--- src/rtl/key_input_ctrl_if.sv ---
// Push-button bundle for key_input_ctrl: raw active-low KEY lines in, clean per-key events out.
// The master side owns the raw buttons; the slave side (the controller) drives the event outputs.
interface key_input_ctrl_if #(
    parameter int NUM_KEYS = 3
);
    logic [NUM_KEYS-1:0] key_n;
    logic [NUM_KEYS-1:0] key_level;
    logic [NUM_KEYS-1:0] key_press;
    logic [NUM_KEYS-1:0] key_release;
    logic [NUM_KEYS-1:0] key_repeat;
    logic [NUM_KEYS-1:0] key_event;

    modport master (
        output key_n,
        input  key_level,
        input  key_press,
        input  key_release,
        input  key_repeat,
        input  key_event
    );

    modport slave (
        input  key_n,
        output key_level,
        output key_press,
        output key_release,
        output key_repeat,
        output key_event
    );
endinterface

--- src/rtl/key_input_ctrl.sv ---
// Per-key synchronise, debounce, press/release one-shots and DAS auto-repeat for the board KEY lines.
// Auto-repeat is built only when KEY_AUTOREPEAT_EN is defined; otherwise key_repeat is 0 and key_event = key_press.
module key_input_ctrl #(
    parameter int NUM_KEYS          = 3,
    parameter int DEBOUNCE_CYCLES   = 250000,
    parameter int DAS_DELAY_CYCLES  = 8000000,
    parameter int DAS_REPEAT_CYCLES = 2500000
) (
    input  logic             CLOCK_50,
    input  logic             reset,
    key_input_ctrl_if.slave  keys
);

    // Counter counts up to DEBOUNCE_CYCLES inclusive, so it needs room for that value.
    localparam int DB_W = $clog2(DEBOUNCE_CYCLES + 1);

`ifdef KEY_AUTOREPEAT_EN
    localparam int DAS_MAX = (DAS_DELAY_CYCLES > DAS_REPEAT_CYCLES) ? DAS_DELAY_CYCLES : DAS_REPEAT_CYCLES;
    localparam int DAS_W   = $clog2(DAS_MAX);

    typedef enum logic [1:0] {
        DAS_IDLE,
        DAS_DELAY,
        DAS_REPEAT
    } das_state_t;
`endif

    logic [NUM_KEYS-1:0] level_vec;
    logic [NUM_KEYS-1:0] press_vec;
    logic [NUM_KEYS-1:0] release_vec;
    logic [NUM_KEYS-1:0] repeat_vec;

    for (genvar gi = 0; gi < NUM_KEYS; gi++) begin : g_key
        logic            sync1_reg;
        logic            sync2_reg;
        logic            pressed;
        logic [DB_W-1:0] db_cnt_reg;
        logic            level_reg;
        logic            press_reg;
        logic            release_reg;
        logic            accept;
        logic            rise;
        logic            fall;

        assign pressed = ~sync2_reg;

        // A new level is taken once the difference has been seen on DEBOUNCE_CYCLES+1
        // consecutive edges, giving a raw-edge-to-level latency of 2+DEBOUNCE_CYCLES.
        assign accept = (pressed != level_reg) && (db_cnt_reg == DB_W'(DEBOUNCE_CYCLES));
        assign rise   = accept & ~level_reg;
        assign fall   = accept &  level_reg;

        always_ff @(posedge CLOCK_50 or posedge reset) begin
            if (reset) begin
                sync1_reg   <= 1'b1;
                sync2_reg   <= 1'b1;
                db_cnt_reg  <= '0;
                level_reg   <= 1'b0;
                press_reg   <= 1'b0;
                release_reg <= 1'b0;
            end else begin
                sync1_reg   <= keys.key_n[gi];
                sync2_reg   <= sync1_reg;
                press_reg   <= rise;
                release_reg <= fall;
                if (accept) begin
                    level_reg  <= ~level_reg;
                    db_cnt_reg <= '0;
                end else if (pressed == level_reg) begin
                    db_cnt_reg <= '0;
                end else begin
                    db_cnt_reg <= db_cnt_reg + 1'b1;
                end
            end
        end

        assign level_vec[gi]   = level_reg;
        assign press_vec[gi]   = press_reg;
        assign release_vec[gi] = release_reg;

`ifdef KEY_AUTOREPEAT_EN
        das_state_t       state_reg;
        das_state_t       state_next;
        logic [DAS_W-1:0] das_cnt_reg;
        logic [DAS_W-1:0] das_cnt_next;
        logic             repeat_reg;
        logic             repeat_next;

        always_ff @(posedge CLOCK_50 or posedge reset) begin
            if (reset) begin
                state_reg   <= DAS_IDLE;
                das_cnt_reg <= '0;
                repeat_reg  <= 1'b0;
            end else begin
                state_reg   <= state_next;
                das_cnt_reg <= das_cnt_next;
                repeat_reg  <= repeat_next;
            end
        end

        // DELAY is entered on the same edge that raises key_press, so the first
        // repeat lands exactly DAS_DELAY_CYCLES after the press pulse.
        always_comb begin
            state_next   = state_reg;
            das_cnt_next = das_cnt_reg + 1'b1;
            repeat_next  = 1'b0;
            case (state_reg)
                DAS_IDLE: begin
                    das_cnt_next = '0;
                    if (rise) begin
                        state_next = DAS_DELAY;
                    end
                end
                DAS_DELAY: begin
                    if (das_cnt_reg == DAS_W'(DAS_DELAY_CYCLES - 1)) begin
                        repeat_next  = 1'b1;
                        das_cnt_next = '0;
                        state_next   = DAS_REPEAT;
                    end
                end
                DAS_REPEAT: begin
                    if (das_cnt_reg == DAS_W'(DAS_REPEAT_CYCLES - 1)) begin
                        repeat_next  = 1'b1;
                        das_cnt_next = '0;
                    end
                end
                default: begin
                    state_next   = DAS_IDLE;
                    das_cnt_next = '0;
                end
            endcase
            // Release wins: a repeat due on the release edge is dropped.
            if (fall) begin
                state_next   = DAS_IDLE;
                das_cnt_next = '0;
                repeat_next  = 1'b0;
            end
        end

        assign repeat_vec[gi] = repeat_reg;
`else
        assign repeat_vec[gi] = 1'b0;
`endif
    end

    assign keys.key_level   = level_vec;
    assign keys.key_press   = press_vec;
    assign keys.key_release = release_vec;
    assign keys.key_repeat  = repeat_vec;
    assign keys.key_event   = press_vec | repeat_vec;

endmodule

--- src/flat_wrapper.sv ---
// flat-port wrapper written by rule: the top's interface ports become plain ports
module key_input_ctrl_flat 
#(
    parameter int NUM_KEYS          = 3,
    parameter int DEBOUNCE_CYCLES   = 250000,
    parameter int DAS_DELAY_CYCLES  = 8000000,
    parameter int DAS_REPEAT_CYCLES = 2500000
)
  (CLOCK_50, reset, keys_key_n, keys_key_level, keys_key_press, keys_key_release, keys_key_repeat, keys_key_event);
  key_input_ctrl_if #(.NUM_KEYS(NUM_KEYS)) keys_i ();
  input  logic CLOCK_50;
  input  logic reset;
  input wire logic [$bits(keys_i.key_n)-1:0] keys_key_n;
  output wire logic [$bits(keys_i.key_level)-1:0] keys_key_level;
  output wire logic [$bits(keys_i.key_press)-1:0] keys_key_press;
  output wire logic [$bits(keys_i.key_release)-1:0] keys_key_release;
  output wire logic [$bits(keys_i.key_repeat)-1:0] keys_key_repeat;
  output wire logic [$bits(keys_i.key_event)-1:0] keys_key_event;
  assign keys_i.key_n = keys_key_n;
  assign keys_key_level = keys_i.key_level;
  assign keys_key_press = keys_i.key_press;
  assign keys_key_release = keys_i.key_release;
  assign keys_key_repeat = keys_i.key_repeat;
  assign keys_key_event = keys_i.key_event;
  key_input_ctrl #(.NUM_KEYS(NUM_KEYS), .DEBOUNCE_CYCLES(DEBOUNCE_CYCLES), .DAS_DELAY_CYCLES(DAS_DELAY_CYCLES), .DAS_REPEAT_CYCLES(DAS_REPEAT_CYCLES)) u_core (.CLOCK_50(CLOCK_50), .reset(reset), .keys(keys_i));
endmodule
--- config.mk ---
export PLATFORM = sky130hd
export DESIGN_NAME = key_input_ctrl_flat
export DESIGN_NICKNAME = d
export VERILOG_FILES = /design/src/rtl/key_input_ctrl_if.sv /design/src/rtl/key_input_ctrl.sv /design/src/flat_wrapper.sv
export SDC_FILE = /design/constraint.sdc
export NUM_CORES = 1
export LEC_CHECK = 0
export CAP_MARGIN = 30
export CORE_MARGIN = 2
export CORE_UTILIZATION = 45
export DETAILED_ROUTE_END_ITERATION = 12
export MAX_ROUTING_LAYER = met4
export PLACE_DENSITY = 0.68
export SLEW_MARGIN = 20
export SYNTH_ARGS = -nofsm -noshare
export SYNTH_HDL_FRONTEND = slang
export SYNTH_SLANG_ARGS = --single-unit
--- constraint.sdc ---
create_clock -name CLOCK_50 -period 5.45 [get_ports CLOCK_50]
set_input_delay 0.545 -clock CLOCK_50 [delete_from_list [all_inputs] [get_ports CLOCK_50]]
set_output_delay 0.545 -clock CLOCK_50 [all_outputs]
set_load 0.05 [all_outputs]
Yosys cells after proc, flatten, opt, wreduce, memory -nomap -nowiden
Cells that the tools add are included.
{ "word_totals": {"wordCells": 51, "regBits": 69, "in_bits": 5, "out_inout_bits": 15} }
{ "classes": {"n_reduce_logical": 3, "n_eq_ne": 9, "add_sub_neg": 3, "mux": 6, "bitwise": 12} }
{ "op_table": {"columns": ["op", "count"], "rows": [
  ["$mux W18", 6],
  ["$add A18 B1 Y18 const B", 3],
  ["$eq A18 B18 Y1 const B", 3],
  ["$and A1 B1 Y1", 6],
  ["$not A1 Y1", 6],
  ["$eq A1 B1 Y1", 3],
  ["$logic_and A1 B1 Y1", 3],
  ["$ne A1 B1 Y1", 3]
]} }

Longest topological paths before layout
Gate-level depths: netlist of the first run.
{ "depth": {"word_depth": 4, "mapped_depth": 7, "depth_no_buf": 6} }

Worst setup path after synthesis of the first run
No wires, ideal clock.
{ "synth_path": {"path_kind": "reg2reg", "startpoint": "register u_core.g_key[1].db_cnt_reg[0]", "endpoint": "register u_core.g_key[1].db_cnt_reg[10]", "t_arrival_ns": 1.682, "n_path_buf": 1, "t_required_ns": 5.329, "path_slack_ns": 3.647, "stages_incl_launch_ff": 8, "path_cell_list": "dfrtp_1 inv_1 ha_1 nor4bb_1 nand3_1 o31ai_4 buf_2 nor2_1"} }
{ "synth_between": {"elab_chain_cells": 3, "word_cells_on_any_way": 5, "cone_classes": "1 x add/sub; 1 x eq/ne; 2 x mux; 1 x reduce/logical"} }
{ "synth_lines": {"columns": ["item", "line_no", "rtl"], "rows": [
  ["start: declaration", "key_input_ctrl.sv:37", "logic [DB_W-1:0] db_cnt_reg;"],
  ["start signal: assignment", "key_input_ctrl.sv:72", "db_cnt_reg <= db_cnt_reg + 1'b1;"],
  ["$add A18 B1 Y18 / $eq A18 B18 Y1 (equally long branches)", "key_input_ctrl.sv:72, key_input_ctrl.sv:49", null],
  ["$mux W18 / $logic_and A1 B1 Y1 (equally long branches)", "key_input_ctrl.sv:69, key_input_ctrl.sv:49", null],
  ["$mux W18 (*)", "key_input_ctrl.sv:66", "if (accept) begin"]
]} }
Every way passes the cells marked *; elsewhere a longest branch is shown, timed or not.
A chain may end at the register's enable or synchronous reset.

Worst setup path in the final report of the first run
{ "layout_path": {"startpoint": "register u_core.g_key[0].level_reg", "endpoint": "output port keys_key_level[0]"} }
{ "layout_lines": {"columns": ["item", "line_no", "rtl"], "rows": [
  ["start: declaration", "key_input_ctrl.sv:38", "logic level_reg;"],
  ["start signal: assignment", "key_input_ctrl.sv:67", "level_reg <= ~level_reg;"],
  ["end: declaration", "flat_wrapper.sv:14", "output wire logic [$bits(keys_i.key_level)-1:0] keys_key_level;"]
]} }
No word-level cell between the ends.

==> impl_metrics.env, run 1 <==
export IMPL_num_nets_final=360
export IMPL_irDropWorstVdd_v=0.000118
export IMPL_pin_count_of_the_biggest_net_entering_global_routing=70
export IMPL_chipHeight_um=91.3
export IMPL_power_share_clock=0.398
export IMPL_first_global_vias=2365
export IMPL_critical_path_slowest_cell="clkdlybuf4s50_1"
export IMPL_share_seq_of_total_power=0.556
export IMPL_drt_pass1_iterations=4
export IMPL_critPathTopFamily="buffers and inverters"
export IMPL_area_delta_synth_final_pct=10.2
export IMPL_critPathCapture="keys_key_level[0]"
export IMPL_synth_top_area_share=0.459
export IMPL_worst_skew_pair_late_latency_ns=0.34
export IMPL_hpwl_um=4060
export IMPL_share_of_synthesized_area_occupied_by_flip_flops_and_latches=0.505
export IMPL_cts_root_buffer_cell="clkbuf_8"
export IMPL_port_buffers=16
export IMPL_layout_min_cycle_time_ns=2.20
export IMPL_dpl_cell_area_sq_um=3600
export IMPL_critPathLaunch="u_core.g_key[0].level_reg"
export IMPL_part_of_the_power_in_combinational_logic=0.045
export IMPL_globalRouteTotalUtil=0.171
export IMPL_hold_path_class="reg2reg"
export IMPL_cp_depth=1
export IMPL_numClockSinks=69
export IMPL_yosysTopAreaCell="dfrtp_1"
export IMPL_die_x_extent_um=91.3
export IMPL_critical_path_startpoint_type="register"
export IMPL_swShare=0.226
export IMPL_numCtsBuffers=9
export IMPL_finalSetupViolCount=0
export IMPL_crit_chain="clkdlybuf4s50_1"
export IMPL_synth_distinct_cells=40
export IMPL_synth_warning_count=0
export IMPL_tritoncts="yes"
export IMPL_finalHoldViolations=0
export IMPL_max_slew_margin=0.445
export IMPL_ioPinCount=20
export IMPL_post_cts_resized=0
export IMPL_power_per_cell_area_nw_per_um2=252
export IMPL_static_leakage_power_nw=1.55
export IMPL_antenna_violations_before_repair=0
export IMPL_die_area_sq_um=8340
export IMPL_tightest_slew_ns=0.833
export IMPL_mapped_avg_cell_area_sq_um=10.1
export IMPL_num_vias=2379
export IMPL_synth_ff_latch_count=69
export IMPL_post_route_period_util=0.404
export IMPL_rsz0062_at_grt="no"
export IMPL_crit_path_max_fanout=6
export IMPL_finalInstanceArea_sq_um=3780
export IMPL_finalMaxSlewViolations=0
export IMPL_timing_fmax_ghz=0.455
export IMPL_fraction_of_final_layout_cells_sized_beyond_drive_strength_1=0.0763
export IMPL_remaining_drc_errors=0
export IMPL_r2r_start="u_core.g_key[1].db_cnt_reg[0]"
export IMPL_crit_reg2reg_capture="u_core.g_key[1].db_cnt_reg[2]"
export IMPL_run_status="complete, no violations"
export IMPL_postRouteWirelength_um=6090
export IMPL_slowest_delay_ns=0.84
export IMPL_core_area_sq_um=7330
export IMPL_r2r_setup_slack_ns=3.26
export IMPL_routabilityCongestion=0.824
export IMPL_antennaDiodeCount=0
export IMPL_wl_per_cell_um=13.4
export IMPL_n_fill_cell=646
export IMPL_number_of_buffer_and_inverter_instances_along_the_worst_setup_path=1
export IMPL_cts_buffer_depth=2
export IMPL_clkSlewWorstSetupHoldPaths_ns=0.07
export IMPL_avgViaCountPerCell=5.25
export IMPL_synthFlopType="dfrtp_1"
export IMPL_cp_end_kind="output pin"
export IMPL_grt_remaining_overflow=0
export IMPL_setup_tns_ns=0
export IMPL_drt_first_iter_violations=86
export IMPL_critPathRequiredTime_ns=4.91
export IMPL_largest_register_ff_count=54
export IMPL_final_setup_skew_ns=0.0108
export IMPL_async_flop_share=1.00
export IMPL_post_cts_repair_setup_buffers=0
export IMPL_power_switching_mw=0.216
export IMPL_critPathArrivalTime_ns=1.65
export IMPL_synth_enable_flop_cells=0
export IMPL_row_cnt=31
export IMPL_internal_power_mw=0.738
export IMPL_residual_antenna_violating_net_count_after_detailed_routing=0
export IMPL_grt_first_pass_wirelength_um=11000
export IMPL_worst_setup_path_class="reg2out"
export IMPL_post_synth_main_area_contributors="dfrtp_1 (46%), xor2_1 (5.4%), xnor2_1 (5.1%), nor2_1 (4.8%), dfstp_2 (4.6%)"
export IMPL_drv_cap=0
export IMPL_cts_max_level=3
export IMPL_holdBufCountCts=0
export IMPL_synthesis_area_sq_um=3430
export IMPL_start_util=0.468
export IMPL_synth_cells=340
export IMPL_rr_worst_depth=6
synth_stat cells, drive strengths merged (7+ instances only):
library cell and number:
and3 8, nand3 23, a21oi 11, buf 20, xor2 21, nand2 14
inv 19, nor3 10, nor2 44, nand4 14, dfrtp 63, or3 7
xnor2 20
cells by family (layout without fill, tap and decap cells):
kind of cell | after synthesis | after routing | synth area share
other | 1 | 3 | 0.00109
buffers and inverters | 42 | 54 | 0.0642
adder cells (fa/ha/maj) | 6 | 6 | 0.0219
XOR/XNOR | 41 | 41 | 0.105
flip-flops | 69 | 69 | 0.505
multiplexers | 2 | 2 | 0.00583
AND/OR/NAND/NOR | 152 | 152 | 0.244
AO/OA/AOI/OAI | 27 | 27 | 0.0536
how the worst min path moves through the flow:
stage | startpoint | slack, ns | endpoint | cells past startpoint
final | u_core.g_key[1].sync1_reg | 0.36 | u_core.g_key[1].sync2_reg | 0
after global routing | u_core.g_key[0].sync1_reg | 0.37 | u_core.g_key[0].sync2_reg | 0
after CTS | u_core.g_key[2].sync1_reg | 0.36 | u_core.g_key[2].sync2_reg | 0
after detailed placement | u_core.g_key[0].sync1_reg | 0.35 | u_core.g_key[0].sync2_reg | 0
after global placement | u_core.g_key[1].sync1_reg | 0.35 | u_core.g_key[1].sync2_reg | 0
after floorplan | u_core.g_key[0].sync1_reg | 0.35 | u_core.g_key[0].sync2_reg | 0
cell type report:
type	count	area, sq um	share of cell area
tap	99	124	0.0327
clock inverter	1	5.00	0.00132
sequential	69	1730	0.458
multi-input combinational	231	1490	0.393
clock buffer	15	176	0.0466
timing repair buffer	19	186	0.0493
inverter	19	71.3	0.0189
power by group through the flow:
stage / sequential (mW) / clock [mW] / combinational [mW]
2_1_floorplan: 0.537 / 0 / 0.0342
3_5_place_dp: 0.540 / 0 / 0.0446
3_3_place_gp: 0.540 / 0 / 0.0420
4_1_cts: 0.530 / 0.394 / 0.0447
5_1_grt: 0.532 / 0.419 / 0.0511
6_report: 0.531 / 0.380 / 0.0433
cells in the final DEF (no fill, tap or decap), types with 2 or more instances in the layout:
| master | Yosys | routed |
|---|---|---|
| nand2_1 | 13 | 13 |
| nand4_1 | 13 | 13 |
| or2_1 | 2 | 2 |
| a21oi_1 | 11 | 11 |
| and2_1 | 3 | 3 |
| clkdlybuf4s50_1 | 0 | 16 |
| buf_4 | 15 | 2 |
| or3_1 | 7 | 7 |
| xor2_1 | 21 | 21 |
| and4_1 | 4 | 4 |
| nor4b_1 | 6 | 6 |
| clkbuf_1 | 3 | 3 |
| xnor2_1 | 20 | 20 |
| inv_1 | 19 | 18 |
| or4b_1 | 2 | 2 |
| mux2i_1 | 2 | 2 |
| dfrtp_1 | 63 | 63 |
| dfstp_2 | 6 | 6 |
| or4_1 | 4 | 4 |
| nand3_1 | 23 | 23 |
| conb_1 | 1 | 3 |
| nor2_1 | 44 | 44 |
| ha_1 | 6 | 6 |
| nor4bb_1 | 2 | 2 |
| clkbuf_8 | 0 | 12 |
| o21ai_0 | 5 | 5 |
| nor3_1 | 10 | 10 |
| and3_1 | 8 | 8 |
| o31ai_1 | 4 | 4 |
| nor4_1 | 6 | 6 |
| o41ai_1 | 2 | 2 |
stage by stage:
step | cells | worst slack (ns) | util | power, mW | hold WS [ns]
after floorplan | 342 | 3.18 | - | 0.572 | 0.345
after global placement | 435 | 3.22 | 0.489 | 0.581 | 0.346
after detailed placement | 437 | 3.31 | 0.491 | 0.585 | 0.348
after CTS | 453 | 3.22 | 0.516 | 0.969 | 0.357
after global routing | 453 | 3.11 | 0.516 | 1.00 | 0.367
final | 453 | 3.25 | 0.516 | 0.954 | 0.356
per-layer routing:
metal / wire length, um / part of all wire / vias up / track usage
met1: 2820 / 0.46 / 1148 / 0.219
met4: 95 / 0.016 / 0 / 0.0606
met3: 255 / 0.042 / 7 / 0.0498
met2: 2920 / 0.48 / 45 / 0.260
met5: 0 / 0 / - / -
li1: - / - / 1179 / -
worst reg2reg max path, cell delays in order, from the launching register on:
cell and delay, ns:
dfrtp_1 0.44, inv_1 0.08, ha_1 0.14, nor4bb_1 0.33, nand3_1 0.21, o31ai_4 0.72
nor2_1 0.12
Power figures use the tool's default switching activity.
==> run 2, diff against run 1 <==
Clock period 5.45 ns to 2.2 ns, I/O delays scaled along.
==> run 2 against run 1 <==
Combinational power rose to 2.7 times the previous value; register-to-register slack lost 3.0 ns; final cell count increased by 0.88%; total power grew to 2.7 times the previous value; clock skew fell by 0.0029 ns; sequential share of layout area decreased by 1.1 points; global-route usage is 0.21 points lower; core utilization up 1.3 points; wire length grew 1.8%; die area stayed put; cell area up 2.4%.
==> impl_metrics.env, run 2 (synthesis results as in run 1) <==
export IMPL_run_status="complete, no violations"
export IMPL_holdBufCountCts=0
export IMPL_hold_path_class="in2async"
export IMPL_pin_count_of_the_biggest_net_entering_global_routing=31
export IMPL_start_util=0.468
export IMPL_port_buffers=16
export IMPL_crit_chain="inv_1 -> ha_1 -> nor4bb_1 -> nand2_1 -> o31ai_2 -> buf_4 -> nor2_1"
export IMPL_numCtsBuffers=9
export IMPL_num_vias=2399
export IMPL_num_nets_final=364
export IMPL_rsz0062_at_grt="no"
export IMPL_power_per_cell_area_nw_per_um2=663
export IMPL_static_leakage_power_nw=1.59
export IMPL_rr_worst_depth=7
export IMPL_critical_path_slowest_cell="o31ai_2"
export IMPL_r2r_setup_slack_ns=0.31
export IMPL_wl_per_cell_um=13.6
export IMPL_routabilityCongestion=0.872
export IMPL_irDropWorstVdd_v=0.000321
export IMPL_critPathRequiredTime_ns=2.44
export IMPL_drv_cap=0
export IMPL_mostFrequentLayoutCell="dfrtp_1"
export IMPL_clkSlewWorstSetupHoldPaths_ns=0.08
export IMPL_fin_total_pwr_mw=2.57
export IMPL_setup_tns_ns=0
export IMPL_post_cts_repair_setup_buffers=0
export IMPL_tritoncts="yes"
export IMPL_layout_min_cycle_time_ns=1.89
export IMPL_cts_root_buffer_cell="clkbuf_8"
export IMPL_core_area_sq_um=7330
export IMPL_ioPinCount=20
export IMPL_finalHoldViolations=0
export IMPL_post_route_period_util=0.861
export IMPL_worst_setup_path_class="reg2reg"
export IMPL_residual_antenna_violating_net_count_after_detailed_routing=0
export IMPL_grt_first_pass_wirelength_um=10900
export IMPL_r2r_start="u_core.g_key[0].db_cnt_reg[0]"
export IMPL_avgViaCountPerCell=5.25
export IMPL_max_slew_margin=0.663
export IMPL_die_area_sq_um=8340
export IMPL_remaining_drc_errors=0
export IMPL_numClockSinks=69
export IMPL_n_fill_cell=655
export IMPL_drt_pass1_iterations=4
export IMPL_slowest_delay_ns=0.48
export IMPL_final_setup_skew_ns=0.00787
export IMPL_crit_path_max_fanout=7
export IMPL_worst_skew_pair_late_latency_ns=0.34
export IMPL_cts_max_level=3
export IMPL_row_cnt=31
export IMPL_chipHeight_um=91.3
export IMPL_finalMaxSlewViolations=0
export IMPL_grt_remaining_overflow=0
export IMPL_antennaDiodeCount=0
export IMPL_tightest_slew_ns=0.503
export IMPL_hpwl_um=4330
export IMPL_die_x_extent_um=91.3
export IMPL_finalSetupViolCount=0
export IMPL_post_cts_resized=0
export IMPL_critical_path_startpoint_type="register"
export IMPL_cp_end_kind="register"
export IMPL_timing_fmax_ghz=0.528
export IMPL_final_hold_worst_slack_ns=0.199
export IMPL_area_delta_synth_final_pct=12.9
export IMPL_largest_register_ff_count=54
export IMPL_most_common_layout_cells="dfrtp_1 (63), nor2_1 (44), nand3_1 (23)"
export IMPL_fraction_of_final_layout_cells_sized_beyond_drive_strength_1=0.0950
export IMPL_postRouteWirelength_um=6200
export IMPL_critPathLaunch="u_core.g_key[0].db_cnt_reg[0]"
export IMPL_globalRouteTotalUtil=0.169
export IMPL_first_global_vias=2362
export IMPL_antenna_violations_before_repair=0
export IMPL_cts_buffer_depth=2
export IMPL_drt_first_iter_violations=96
export IMPL_crit_reg2reg_capture="u_core.g_key[0].db_cnt_reg[11]"
export IMPL_critPathArrivalTime_ns=2.13
==> run 2: changes by cell type in the layout (fill, tap and decap cells not counted) <==
cell and delta:
buf_12 +2, buf_4 +3, clkinv_4 +2, clkbuf_8 -3, clkinvlp_4 +1, inv_6 +1
bufinv_16 +2, clkbuf_1 -3, buf_6 -1
==> run 2: per-stage QoR <==
stage	worst slack, ns	util	instance area [sq um]	cells
after detailed placement	0.308	0.498	3650	441
final	0.305	0.529	3870	457
after global routing	0.0932	0.529	3870	457
after CTS	0.294	0.529	3870	457
after global placement	0.369	0.498	3650	441
after floorplan	0.250	-	3440	342
==> run 2: critical path, delay by kind of cell, from the launching register on <==
kind / cells / cell delay [ns]
AOI/OAI and AO/OA: 1 / 0.48
DFF: 1 / 0.44
and+or+nand+nor: 3 / 0.39
buffers and inverters: 2 / 0.33
adders and majority gates: 1 / 0.15
==> run 2: per-layer routing <==
| metal | track usage | share of wire |
|---|---|---|
| met3 | 0.0564 | 0.038 |
| met5 | - | 0 |
| met1 | 0.218 | 0.48 |
| met2 | 0.258 | 0.47 |
| met4 | 0.0429 | 0.0034 |
==> run 2: worst max-delay path by stage <==
| stage | endpoint | slack (ns) | cells after the start |
|---|---|---|---|
| 5_1_grt | u_core.g_key[0].db_cnt_reg[13] | 0.09 | 7 |
| 3_3_place_gp | u_core.g_key[0].db_cnt_reg[7] | 0.37 | 7 |
| 6_report | u_core.g_key[0].db_cnt_reg[11] | 0.31 | 7 |
| 2_1_floorplan | u_core.g_key[0].db_cnt_reg[0] | 0.25 | 1 |
| 3_5_place_dp | u_core.g_key[1].db_cnt_reg[16] | 0.31 | 7 |
| 4_1_cts | keys_key_level[0] | 0.29 | 1 |
==> run 2: power by group <==
group / internal [mW] / switching (mW) / total, mW / leakage, nW
registers: 1.29 / 0.0232 / 1.31 / 0.936
logic: 0.0415 / 0.0760 / 0.117 / 0.544
clock network: 0.643 / 0.495 / 1.14 / 0.110
==> run 2: final cells by class <==
type | instances | area, sq um | share of cell area
Inverter | 19 | 71.3 | 0.0184
Sequential cell | 69 | 1730 | 0.448
Clock buffer | 9 | 124 | 0.0320
Tap cell | 99 | 124 | 0.0320
Clock inverter | 7 | 98.8 | 0.0255
Timing Repair Buffer | 23 | 238 | 0.0613
Multi-Input combinational cell | 231 | 1490 | 0.383
==> run 3, diff against run 2 <==
Settings changed: ABC_CLOCK_PERIOD_IN_PS set to 2200.
==> results of run 3 <==
Same layout as run 2: the final DEF is identical, and so are final timing and power.
